$ cat src/rtl/mem_ctrl_pkg.sv
// Shared types and constants for the mem_ctrl CPU-to-memory handshake controller.
// Optional abort-on-timeout behaviour is enabled with the MEM_CTRL_TIMEOUT_EN macro.
package mem_ctrl_pkg;

   localparam int ADDR_W = 16;
   localparam int DATA_W = 16;

   // Same encoding on the CPU side (rw) and the memory side (RW).
   localparam logic RW_READ  = 1'b1;
   localparam logic RW_WRITE = 1'b0;

   typedef enum logic [2:0] {
      IDLE,
      SETUP,
      WAIT,
      RELEASE,
      FINISH
   } state_t;

   function automatic logic is_read(input logic dir);
      return dir != RW_WRITE;
   endfunction

endpackage

$ cat src/rtl/sync2.sv
// Two-flop synchronizer bringing the asynchronous MFC handshake into the clk domain.
module sync2 (
   input  logic clk,
   input  logic reset,
   input  logic d,
   output logic q
);

   logic meta_q;
   logic sync_q;

   // NOTE: non-blocking assignments keep the two stages from collapsing into one flop.
   always_ff @(posedge clk) begin
      if (reset) begin
         meta_q <= 1'b0;
         sync_q <= 1'b0;
      end else begin
         meta_q <= d;
         sync_q <= meta_q;
      end
   end

   assign q = sync_q;

endmodule

$ cat src/rtl/mem_ctrl.sv
// Memory controller: latches a CPU request and runs a full EN/MFC four-phase handshake.
// Define MEM_CTRL_TIMEOUT_EN to abort accesses that stay in WAIT for TIMEOUT cycles.
module mem_ctrl
   import mem_ctrl_pkg::*;
#(
   parameter int TIMEOUT = 64
) (
   input  logic              clk,
   input  logic              reset,
   input  logic              req,
   input  logic              rw,
   input  logic [ADDR_W-1:0] addr,
   input  logic [DATA_W-1:0] wdata,
   output logic [DATA_W-1:0] rdata,
   output logic              done,
   output logic              err,
   output logic              busy,
   output logic              EN,
   output logic              RW,
   output logic [ADDR_W-1:0] MAR_to_MEM,
   output logic [DATA_W-1:0] MDR_to_MEM,
   input  logic [DATA_W-1:0] MEM_to_MDR,
   input  logic              MFC
);

   state_t            state_q, state_d;
   logic              en_q, en_d;
   logic              done_q, done_d;
   logic              rw_q, rw_d;
   logic [ADDR_W-1:0] mar_q, mar_d;
   logic [DATA_W-1:0] mdr_q, mdr_d;
   logic [DATA_W-1:0] rdata_q, rdata_d;
   logic              mfc_s;

   sync2 u_mfc_sync (
      .clk   (clk),
      .reset (reset),
      .d     (MFC),
      .q     (mfc_s)
   );

`ifdef MEM_CTRL_TIMEOUT_EN
   localparam int CNT_W = $clog2(TIMEOUT + 1);

   logic [CNT_W-1:0] cnt_q, cnt_d;
   logic             to_q, to_d;
   logic             err_q, err_d;
`else
   logic unused_timeout;
   assign unused_timeout = (TIMEOUT > 0);
`endif

   // NOTE: every always_comb output gets a default first so no latch can be inferred.
   always_comb begin
      state_d = state_q;
      rw_d    = rw_q;
      mar_d   = mar_q;
      mdr_d   = mdr_q;
      rdata_d = rdata_q;
`ifdef MEM_CTRL_TIMEOUT_EN
      to_d    = to_q;
      cnt_d   = (state_q == WAIT) ? cnt_q + CNT_W'(1) : '0;
`endif

      case (state_q)
         IDLE: begin
            if (req) begin
               mar_d   = addr;
               mdr_d   = wdata;
               rw_d    = rw;
`ifdef MEM_CTRL_TIMEOUT_EN
               to_d    = 1'b0;
`endif
               state_d = SETUP;
            end
         end
         SETUP:   state_d = WAIT;
         WAIT: begin
            if (mfc_s) begin
               if (is_read(rw_q)) rdata_d = MEM_to_MDR;
               state_d = RELEASE;
            end
`ifdef MEM_CTRL_TIMEOUT_EN
            else if (cnt_q == CNT_W'(TIMEOUT - 1)) begin
               to_d    = 1'b1;
               state_d = RELEASE;
            end
`endif
         end
         RELEASE: if (!mfc_s) state_d = FINISH;
         FINISH:  state_d = IDLE;
         default: state_d = IDLE;
      endcase

      // EN and done come straight from flops so the memory never sees a decode glitch.
      en_d   = (state_d == WAIT);
      done_d = (state_d == FINISH);
`ifdef MEM_CTRL_TIMEOUT_EN
      err_d  = done_d && to_d;
`endif
   end

   always_ff @(posedge clk) begin
      if (reset) begin
         state_q <= IDLE;
         en_q    <= 1'b0;
         done_q  <= 1'b0;
         rw_q    <= RW_READ;
         mar_q   <= '0;
         mdr_q   <= '0;
         rdata_q <= '0;
      end else begin
         state_q <= state_d;
         en_q    <= en_d;
         done_q  <= done_d;
         rw_q    <= rw_d;
         mar_q   <= mar_d;
         mdr_q   <= mdr_d;
         rdata_q <= rdata_d;
      end
   end

`ifdef MEM_CTRL_TIMEOUT_EN
   always_ff @(posedge clk) begin
      if (reset) begin
         cnt_q <= '0;
         to_q  <= 1'b0;
         err_q <= 1'b0;
      end else begin
         cnt_q <= cnt_d;
         to_q  <= to_d;
         err_q <= err_d;
      end
   end

   assign err = err_q;
`else
   assign err = 1'b0;
`endif

   assign EN         = en_q;
   assign done       = done_q;
   assign RW         = rw_q;
   assign MAR_to_MEM = mar_q;
   assign MDR_to_MEM = mdr_q;
   assign rdata      = rdata_q;
   assign busy       = (state_q != IDLE);

endmodule

$ cat config.mk
export PLATFORM = sky130hd
export DESIGN_NAME = mem_ctrl
export DESIGN_NICKNAME = d
export VERILOG_FILES = /design/src/rtl/mem_ctrl_pkg.sv /design/src/rtl/sync2.sv /design/src/rtl/mem_ctrl.sv
export SDC_FILE = /design/constraint.sdc
export NUM_CORES = 1
export LEC_CHECK = 0
export CAP_MARGIN = 10
export CORE_MARGIN = 2
export CORE_UTILIZATION = 43
export CTS_BUF_LIST = sky130_fd_sc_hd__clkbuf_16
export DETAILED_ROUTE_END_ITERATION = 8
export HOLD_SLACK_MARGIN = 0.15
export PLACE_DENSITY = 0.85
export SKIP_CTS_REPAIR_TIMING = 1
export SYNTH_ARGS = -nofsm -noshare
export SYNTH_HDL_FRONTEND = slang
export SYNTH_SLANG_ARGS = --single-unit
export TNS_END_PERCENT = 10
$ cat constraint.sdc
create_clock -name clk -period 2.9 [get_ports clk]
set_input_delay 0.58 -clock clk [delete_from_list [all_inputs] [get_ports clk]]
set_output_delay 0.58 -clock clk [all_outputs]
set_load 0.01 [all_outputs]
-- Word-level counts from Yosys, hierarchy flattened
Index checks and enable logic that the tools add are counted.
- eq/ne operators: 5
- multiplexer cells: 4
- reduce and logical (&&, ||, !) cells: 4
- operator list (kind ; number):
    3-bit case mux with 4 select lines ; 1
    3-bit by 2-bit == test with 1-bit output, second input constant ; 3
    3-bit two-way mux ; 3
    3-bit by 1-bit == test with 1-bit output, second input constant ; 1
    3-bit == test, second input constant ; 1
    3-bit logical NOT ; 1
    3-bit AND reduction ; 1
    3-bit nonzero test ; 1
    2-bit AND reduction ; 1
- flip-flop bits (word level): 56
- input port bits: 53
- logic and storage cells: 22

-- Depth between registers and ports, before layout
Gate-level depths: netlist (run 1).
- word-level depth: 3
- gate-level depth with buffers: 6
- depth with buffers taken out: 3

-- Cells and area by module
From an unflattened synthesis (run 1), not the netlist that was laid out.
- cells, all modules: 242
- area, all modules: 2192.1 sq um
- modules (own cells, without submodules) (module ; times used ; cells each ; area each (sq um) ; sequential area each (sq um)):
    mem_ctrl ; 1 ; 238 ; 2139.6 ; 1081.0
    sync2 ; 1 ; 4 ; 52.6 ; 40.0

-- Worst setup path before layout (run 1)
No wires, ideal clock.
- path type: input to register
- from: input port req
- to: register mar_q[10], in the netlist MAR_to_MEM[10]
- arrival: 1.419 ns
- slack: 1.349 ns
- cell stages on the path: 5
- buffers on the path: 2
- path through: or4b_1 buf_2 buf_2 nand2_1 a21oi_1
- cells in the longest elaborated chain, start to end: 1
- RTL lines (item ; RTL line ; source):
    start, declared ; mem_ctrl.sv:10 ; input logic req,
    2-bit AND reduction (no source line) ; - ;
    end signal, assigned ; mem_ctrl.sv:117 ; mar_q <= mar_d;
    end, declared ; mem_ctrl.sv:30 ; logic [ADDR_W-1:0] mar_q, mar_d;
Every way passes these cells.
A chain may end at the register's enable or synchronous reset.

-- Worst setup path after layout (run 1)
- from: register state_q[0]
- to: output port busy
- cells in the longest elaborated chain, start to end: 1
- RTL lines (item ; RTL line ; source):
    start, declared ; mem_ctrl.sv:26 ; state_t state_q, state_d;
    start signal, assigned ; mem_ctrl.sv:113 ; state_q <= state_d;
    3-bit nonzero test ; mem_ctrl.sv:147 ; assign busy = (state_q != IDLE);
    end, declared ; mem_ctrl.sv:17 ; output logic busy,
Every way passes these cells.

==> summary.md, run 1 <==
| Metric | Value |
|---|---|
| Vias in the first global route | `1669` |
| Die area | `5553 µm²` |
| Final worst setup slack | `0.8016 ns` |
| Sequential area share after synthesis | `52.43%` |
| Avg Cell Area, Syn | `8.873 µm²` |
| WL/cell | `12.57 µm` |
| Most numerous cell in the Yosys netlist | `nand2_1` |
| Slew Limit Headroom | `42.93%` |
| CP endpoint kind | `primary output` |
| Worst Path Max Fanout | `8` |
| Dpl cells | `396` |
| Final Skew | `0.005429 ns` |
| DR pass1 iterations | `4` |
| Endpoints failing hold | `0` |
| Slowest library cell on the worst path | `clkdlybuf4s50_1` |
| Seq cells post-synth | `56` |
| Min Tclk post-route | `2.098 ns` |
| PortBufs | `104` |
| DP Worst Slack | `0.7968 ns` |
| Warnings from Yosys | `0` |
| Peak Freq | `476.5 MHz` |
| Pwr Density | `504.0 nW/µm²` |
| First-pass GRT wire length | `7652 µm` |
| Clk sink count | `56` |
| Crit path largest cell delay | `0.48 ns` |
| Critical path arrival | `1.52 ns` |
| Critical Path, Cell by Cell | `or3_1 > clkdlybuf4s50_1` |
| Synth cell types | `22` |
| Num rows | `25` |
| Detail Placement HPWL | `3610 µm` |
| Die H | `74.52 µm` |
| Final Instance Area | `3331 µm²` |
| Clock Pin Slew Worst Setup and Hold Paths | `0.07 ns` |
| GRT Residual Overflow | `0` |
| Mapped Area | `2138 µm²` |
| Syn Nets | `294` |
| P_leak | `1.196 nW` |
| Commonest cells in the netlist | `nand2_1, dfxtp_1, a21oi_1` |
| RePlAce Congestion | `0.7264` |
| Placed inst area | `3192 µm²` |
| Vias/cell | `4.631` |
| Yosys top cell by area | `dfxtp_1` |
| Syn Inst Count | `241` |
| Max-slew violations | `0` |
| Largest net degree at the start of global routing | `60` |
| CTS tree | `built` |
| Yosys top cell area share | `52.43%` |
| Ant. Diodes | `0` |
| Root Buffer | `clkbuf_16` |
| I/O pin count | `106` |
| GRT Util Overall | `17.65%` |
| Tcrit/Tclk final | `72.36%` |
| # Max-Cap Violations | `0` |
| Core area | `4755 µm²` |
| Maximum vdd drop | `0.3159 mV` |
| RSZ-0062 raised after global routing | `no` |
| CP Class | `reg2out` |
| Drt total wl | `5078 µm` |
| Post-route antenna net violation count | `0` |
| Post-synth EDFFs | `0` |
| Initial antenna violation count | `0` |
| Core Util, Final | `70.05%` |
| Layout Area Growth over Synthesis | `55.76%` |
| Worst Hold Class | `reg2reg` |
| Post-synth top flop | `dfxtp_1` |
| Final setup viols | `0` |
| Total CTS buffers | `5` |
| Via Count | `1871` |
| 1st-iter DRT viols | `93` |
| Clk Latency, worst-skew pair | `0.28 ns` |
| Critical path launch point type | `flip-flop` |
| H-tree depth | `2` |
| Fraction of layout cells with a size suffix above 1 | `4.748%` |
| Die X | `74.52 µm` |
| Worst-margin pin slew | `0.8561 ns` |
| Clock buffer depth | `2` |
| DRC | `0` |
| Share of synthesized registers carrying an async set or reset | `0%` |
| Final instance count without filler cells | `404` |
| Nets | `389` |
| Top post-synthesis cells by area | `dfxtp_1, nand2_1, nand2b_1` |
| Outcome | `finished, final reports clean` |
| Setup TNS | `0 ns` |
| Initial Util | `44.97%` |
| Required time of the worst setup path | `2.32 ns` |
## cell families after synthesis
group	Yosys count	synth area share, %
compound gates	34	8.309
buf+inv	21	5.383
flops	56	52.43
mux	16	7.490
other cells	1	0.1754
simple gates	113	26.21
## cell type report
| type | instances | area (µm²) |
|---|---|---|
| clock buffer | 5 | 125.1 |
| clock inverter | 3 | 13.76 |
| fill | 400 | 1424 |
| inverter | 1 | 3.754 |
| multi-input combinational | 164 | 917.1 |
| sequential | 56 | 1121 |
| tap | 67 | 83.83 |
| timing repair buffer | 108 | 1066 |
## power breakdown
part	switching, W	internal, W	leakage, nW	total (W)
logic	0.000117	0.000168	0.668	0.000284
clock network	0.000246	0.000314	0.0710	0.000560
registers	0.0000245	0.000809	0.457	0.000834
total	0.000388	0.00129	1.20	0.00168
## worst max-delay path, delay by kind of cell (launching register included)
family	cells	cell delay [ns]
buffers and inverters	1	0.48
DFF	1	0.39
and+or+nand+nor	1	0.36
## placed cells by master, fill, tap and decap left out, drive strengths merged
cell type,n
conb,1
clkdlybuf4s50,103
buf,5
a211oi,1
dfxtp,56
nor4b,2
a21oi,33
nand2,65
nor2,2
or3,1
nor4,1
or4b,1
clkbuf,5
inv,1
clkinv,3
nor2b,2
nor3b,4
nor3,3
nand2b,32
mux2i,16
## per-layer routing
layer | up-vias | track usage (%) | wire length [µm]
met1 | 861 | 22.26 | 2122
li1 | 960 | - | -
met3 | 4 | 2.575 | 177
met4 | 0 | 5.754 | 44
met5 | - | 0 | 0
met2 | 46 | 30.97 | 2733
## per-stage QoR
step / hold WS, ns / power (W)
2_1_floorplan: 0.4138 / 0.0009751
3_3_place_gp: 0.4263 / 0.001131
3_5_place_dp: 0.4245 / 0.001136
4_1_cts: 0.4403 / 0.001699
5_1_grt: 0.4686 / 0.001753
6_report: 0.4411 / 0.001679
## flip-flops by register name (all words and copies together), names as in the netlist
signal / cells
RW: 1
MDR_to_MEM: 16
EN: 1
u_mfc_sync.q: 1
u_mfc_sync.meta_q: 1
done: 1
state_q: 3
MAR_to_MEM: 16
rdata: 16
## path summary, 6_finish.rpt
kind	startpoint	endpoint	slack [ns]	cells past startpoint
worst min-delay path	u_mfc_sync.meta_q	u_mfc_sync.q	0.44	1
worst max register to register	state_q[0]	MDR_to_MEM[9]	1.38	4
worst min register to register	u_mfc_sync.meta_q	u_mfc_sync.q	0.44	1
worst max-delay path	state_q[0]	busy	0.80	2
Power figures use the tool's default switching activity.
==> run 2: changes to the inputs <==
Settings changed: CORE_UTILIZATION 43 to 40, PLACE_DENSITY 0.85 to 0.8.
Clock period 2.9 ns to 2 ns, I/O delays scaled along.
==> summary.md, run 2 (synthesis gave the netlist of run 1 again) <==
| Metric | Value |
|---|---|
| Outcome | `finished, final reports clean` |
| Ant. Diodes | `0 (unchanged)` |
| Worst-margin pin slew | `0.6614 ns (-0.1947 ns)` |
| Via Count | `1889 (+0.96%)` |
| Drt total wl | `5125 µm (+0.93%)` |
| Min Tclk post-route | `1.631 ns` |
| Pwr Density | `724.3 nW/µm² (+44%)` |
| Peak Freq | `613.0 MHz` |
| Area occupied by multi-input gates | `917.1 µm² (unchanged)` |
| WL/cell | `12.53 µm (-0.31%)` |
| Initial antenna violation count | `0 (unchanged)` |
| Hold-critical path endpoint | `u_mfc_sync.q` |
| Core area | `5140 µm² (+8.1%)` |
| Hold Startpoint | `u_mfc_sync.meta_q` |
| Largest net degree at the start of global routing | `48 (-20%)` |
| Setup TNS | `0 ns (unchanged)` |
| Most frequent cells in the layout | `clkdlybuf4s50_1, nand2_1, dfxtp_1` |
| Required time of the worst setup path | `1.60 ns (-0.72 ns)` |
| Root Buffer | `clkbuf_16` |
| GRT Util Overall | `17.50% (-0.15 points)` |
| Critical path startpoint | `state_q[1]` |
| CP Class | `reg2out` |
| First-pass GRT wire length | `8355 µm (+9.2%)` |
| Clk Latency, worst-skew pair | `0.28 ns (about the same)` |
| Critical path arrival | `1.23 ns (-0.29 ns)` |
| Layout Area Growth over Synthesis | `58.57%` |
| Die X | `77.12 µm (+3.5%)` |
| Core Util, Final | `65.97% (-4.1 points)` |
| Critical path launch point type | `flip-flop` |
| Max-slew violations | `0 (unchanged)` |
| Worst Hold Class | `reg2reg` |
| CTS tree | `built` |
| RePlAce Congestion | `0.7313 (+0.67%)` |
| Worst Reg-to-Reg Cells | `4 (unchanged)` |
| Detail Placement HPWL | `3685 µm (+2.1%)` |
| Worst reg-to-reg setup slack | `0.51 ns (-0.87 ns)` |
| Endpoints failing hold | `0 (unchanged)` |
| PortBufs | `104 (unchanged)` |
| P_leak | `1.234 nW (+3.1%)` |
| CP endpoint kind | `primary output` |
| DRC | `0 (unchanged)` |
| DR pass1 iterations | `6 (+2)` |
| GRT Residual Overflow | `0 (unchanged)` |
| Final Skew | `0.007719 ns (+0.002290 ns)` |
| Die H | `77.12 µm (+3.5%)` |
| Initial Util | `41.60% (-3.4 points)` |
| Hold path cells | `1 (unchanged)` |
| I/O pin count | `106 (unchanged)` |
| Worst r2r src | `state_q[1]` |
| Reg area | `1122 µm² (+0.11%)` |
| Clock Pin Slew Worst Setup and Hold Paths | `0.07 ns (about the same)` |
| Slew Limit Headroom | `55.90% (+13 points)` |
| Vias in the first global route | `1781 (+6.7%)` |
| Total CTS buffers | `5 (unchanged)` |
| Post-route antenna net violation count | `0 (unchanged)` |
| RSZ-0062 raised after global routing | `no` |
| Clock buffer depth | `2 (unchanged)` |
| Tcrit/Tclk final | `81.56%` |
| H-tree depth | `2 (unchanged)` |
| FILL cells | `457 (+14%)` |
| 1st-iter DRT viols | `89 (-4.3%)` |
| Clk sink count | `56 (unchanged)` |
| # Max-Cap Violations | `0 (unchanged)` |
| Most common cell after layout, fill and taps aside | `clkdlybuf4s50_1` |
| Num rows | `26 (+4.0%)` |
| Final setup viols | `0 (unchanged)` |
| Reg2reg end | `rdata[2]` |
| Die area | `5947 µm² (+7.1%)` |
| Vias/cell | `4.619 (-0.27%)` |
| Maximum vdd drop | `0.3485 mV (+10%)` |
| Nets | `391 (+0.51%)` |
| Worst Path Max Fanout | `7 (-1)` |
| Fraction of layout cells with a size suffix above 1 | `5.605% (+0.86 points)` |
==> run 2: worst max-delay path, cell delays in order (launching register included) <==
cell	delay [ns]
dfxtp_1	0.38
or3_1	0.39
dlymetal6s2s_1	0.18
==> run 2: layer usage <==
layer	global-route usage, %	routed length, µm	share of wire [%]	vias up
met4	4.821	34	0.66	0
li1	-	-	-	965
met2	33.68	2769	54	52
met1	18.20	2057	40	870
met3	5.294	265	5.2	2
met5	0	0	0	-
==> run 2: layout make-up <==
| cell class | count | share of cell area (%) |
|---|---|---|
| clock buffer | 5 | 3.690 |
| clock inverter | 3 | 0.4059 |
| inverter | 1 | 0.1107 |
| multi-input combinational | 164 | 27.05 |
| sequential | 56 | 33.10 |
| tap | 70 | 2.583 |
| timing repair buffer | 110 | 33.06 |
==> run 2: worst max-delay path by stage <==
stage | slack [ns] | depth (start not counted) | to
6_report | 0.37 | 2 | busy
3_5_place_dp | 0.12 | 5 | RW
3_3_place_gp | 0.15 | 5 | MAR_to_MEM[7]
2_1_floorplan | 0.55 | 6 | MAR_to_MEM[10]
4_1_cts | 0.02 | 2 | busy
5_1_grt | 0.30 | 2 | busy
==> run 2: per-stage QoR <==
stage / std cells / power (W) / instance area (µm²) / worst slack, ns / hold slack [ns]
finish: 409 / 0.002456 / 3391 / 0.3688 / 0.4428
global route: 409 / 0.002578 / 3391 / 0.3037 / 0.4679
detailed placement: 401 / 0.001669 / 3248 / 0.1196 / 0.4332
CTS: 409 / 0.002491 / 3387 / 0.01799 / 0.4491
global placement: 401 / 0.001660 / 3248 / 0.1454 / 0.4197
floorplan: 241 / 0.001414 / 2138 / 0.5495 / 0.4138
==> run 2: where the power goes <==
group	switching, W	internal [W]
sequential	0.0000350	0.00117
clock	0.000362	0.000455
combinational	0.000173	0.000258
total	0.000569	0.00189
==> run 3: changes to the inputs <==
Settings changed: CORE_UTILIZATION 40 to 36, PLACE_DENSITY 0.8 to 0.76.
Clock period 2 ns to 1.4 ns, I/O delays scaled along.
==> summary.md, run 3 (synthesis gave the netlist of run 1 again) <==
| Metric | Value |
|---|---|
| DRC | `0 (unchanged)` |
| Clk Latency, worst-skew pair | `0.28 ns (about the same)` |
| Most frequent cells in the layout | `nand2_1, dfxtp_1, clkdlybuf4s50_1, dlymetal6s2s_1, a21oi_1` |
| PortBufs | `104 (unchanged)` |
| Final Skew | `0.003686 ns (-0.004033 ns)` |
| Core area | `5816 µm² (+13%)` |
| First-pass GRT wire length | `7962 µm (-4.7%)` |
| Net Sw Frac | `22.19% (-0.98 points)` |
| # Max-Cap Violations | `0 (unchanged)` |
| Vias in the first global route | `1787 (+0.34%)` |
| Endpoints failing hold | `0 (unchanged)` |
| Initial antenna violation count | `0 (unchanged)` |
| Critical Path, Cell by Cell | `clkdlybuf4s50_1 > or4b_1 > buf_4 > nand2_1 > a21oi_1` |
| Comb pwr share | `16.5% (-1.0 points)` |
| Final worst setup slack | `-0.04087 ns (-0.4096 ns)` |
| RSZ-0062 raised after global routing | `yes` |
| Clk pwr share | `36.8% (+3.5 points)` |
| Num rows | `28 (+7.7%)` |
| Max-slew violations | `0 (unchanged)` |
| Area occupied by multi-input gates | `937.1 µm² (+2.2%)` |
| Root Buffer | `clkbuf_16` |
| Post-route antenna net violation count | `0 (unchanged)` |
| FILL cells | `530 (+16%)` |
| Vias/cell | `4.512 (-2.3%)` |
| Layout Area Growth over Synthesis | `69.10%` |
| Worst Hold Class | `reg2reg` |
| Detail Placement HPWL | `3459 µm (-6.1%)` |
| Die H | `81.07 µm (+5.1%)` |
| H-tree depth | `2 (unchanged)` |
| DP Worst Slack | `-0.3331 ns (-0.4527 ns)` |
| Reg area | `1122 µm² (unchanged)` |
| Final hold slack | `0.4428 ns (-0.00003300 ns)` |
| Fraction of layout cells with a size suffix above 1 | `8.116% (+2.5 points)` |
| Min Tclk post-route | `1.441 ns` |
| Largest net degree at the start of global routing | `74 (+54%)` |
| GRT Util Overall | `15.42% (-2.1 points)` |
| Reg power frac | `46.7% (-2.5 points)` |
| Total net switching power | `0.0008162 W (+43%)` |
| Tcrit/Tclk final | `102.9%` |
| Nets | `397 (+1.5%)` |
| Die area | `6572 µm² (+11%)` |
| CTS tree | `built` |
| Required time of the worst setup path | `1.56 ns (-0.04 ns)` |
| 1st-iter DRT viols | `66 (-26%)` |
| Die X | `81.07 µm (+5.1%)` |
| RePlAce Congestion | `0.6198 (-15%)` |
| WL/cell | `12.26 µm (-2.1%)` |
| Initial Util | `36.77% (-4.8 points)` |
| CP bufs+invs | `2 (+1)` |
| Via Count | `1895 (+0.32%)` |
| Critical path launch point type | `input port` |
| Clk sink count | `56 (unchanged)` |
| Failing checks | `setup timing` |
| DR pass1 iterations | `4 (-2)` |
| Peak Freq | `694.0 MHz` |
| Pwr Density | `1017 nW/µm² (+40%)` |
| P_leak | `2.149 nW (+74%)` |
| Outcome | `finished, violations left` |
| Critical path arrival | `1.60 ns (+0.37 ns)` |
| Crit path largest cell delay | `0.48 ns (+0.09 ns)` |
| Ant. Diodes | `0 (unchanged)` |
| Worst Path Max Fanout | `20 (+13)` |
| Family with the most delay on the worst path | `buffers and inverters` |
| GRT Residual Overflow | `0 (unchanged)` |
| Most common cell after layout, fill and taps aside | `nand2_1` |
| CP Class | `in2reg` |
| I/O pin count | `106 (unchanged)` |
| Worst reg-to-reg setup slack | `-0.01 ns (-0.52 ns)` |
| P_int | `0.002862 W (+52%)` |
| Clock Pin Slew Worst Setup and Hold Paths | `0.06 ns (about the same)` |
| Drt total wl | `5150 µm (+0.49%)` |
| Slowest library cell on the worst path | `clkdlybuf4s50_1` |
| CP endpoint kind | `flip-flop` |
| Core Util, Final | `62.18% (-3.8 points)` |
| Clock buffer depth | `2 (unchanged)` |
| Total CTS buffers | `5 (unchanged)` |
| Final setup viols | `35 (+35)` |
| Maximum vdd drop | `0.6218 mV (+78%)` |
[run 3: changes by cell type in the layout (fill, tap and decap cells not counted), sizes merged, moves of 2 or more]
cell	delta
buf	+5
clkbuf	+2
dlymetal6s2s	+50
clkdlybuf4s50	-51
clkinv	-2
[run 3: worst register-to-register path, cell delays in order (launching register included)]
cell       delay (ns)
dfxtp_2          0.34
buf_6            0.12
nand2_4          0.06
nor4b_4          0.41
clkbuf_16        0.24
mux2i_1          0.18
[run 3: stage by stage]
step,power [W],cells,instance area [µm²],TNS [ns]
after global routing,0.003867,420,3616,-3.904
after detailed placement,0.002377,410,3272,-10.89
after CTS,0.003747,418,3436,-3.471
final,0.003678,420,3616,-0.4576
after floorplan,0.002034,241,2163,-0.8475
after global placement,0.002366,410,3272,-9.981
[run 3: final cells by class]
class | instances | share of cell area, %
Sequential cell | 56 | 31.04
Inverter | 1 | 0.1038
Multi-Input combinational cell | 164 | 25.92
Tap cell | 75 | 2.595
Clock buffer | 5 | 3.460
Clock inverter | 3 | 1.073
Timing Repair Buffer | 116 | 35.81
[run 3: power by group through the flow]
stage | clock network [W] | registers [W] | logic, W
floorplan | 0 | 0.00179 | 0.000246
global placement | 0 | 0.00175 | 0.000614
detailed placement | 0 | 0.00175 | 0.000623
CTS | 0.00140 | 0.00172 | 0.000625
global route | 0.00147 | 0.00173 | 0.000669
finish | 0.00135 | 0.00172 | 0.000608
[run 3: worst paths after layout]
| check | end | start | depth (start not counted) |
|---|---|---|---|
| worst max-delay path | MAR_to_MEM[14] | req | 5 |
| worst min-delay path | u_mfc_sync.q | u_mfc_sync.meta_q | 1 |
| worst max register to register | rdata[2] | state_q[1] | 5 |
| worst min register to register | u_mfc_sync.q | u_mfc_sync.meta_q | 1 |
[run 3: metal layers]
metal  global-route usage [%]  routed length (µm)
met1                    17.28                2100
met3                    8.000                 580
met2                    25.79                2451
met5                        0                   0
met4                    4.068                  18
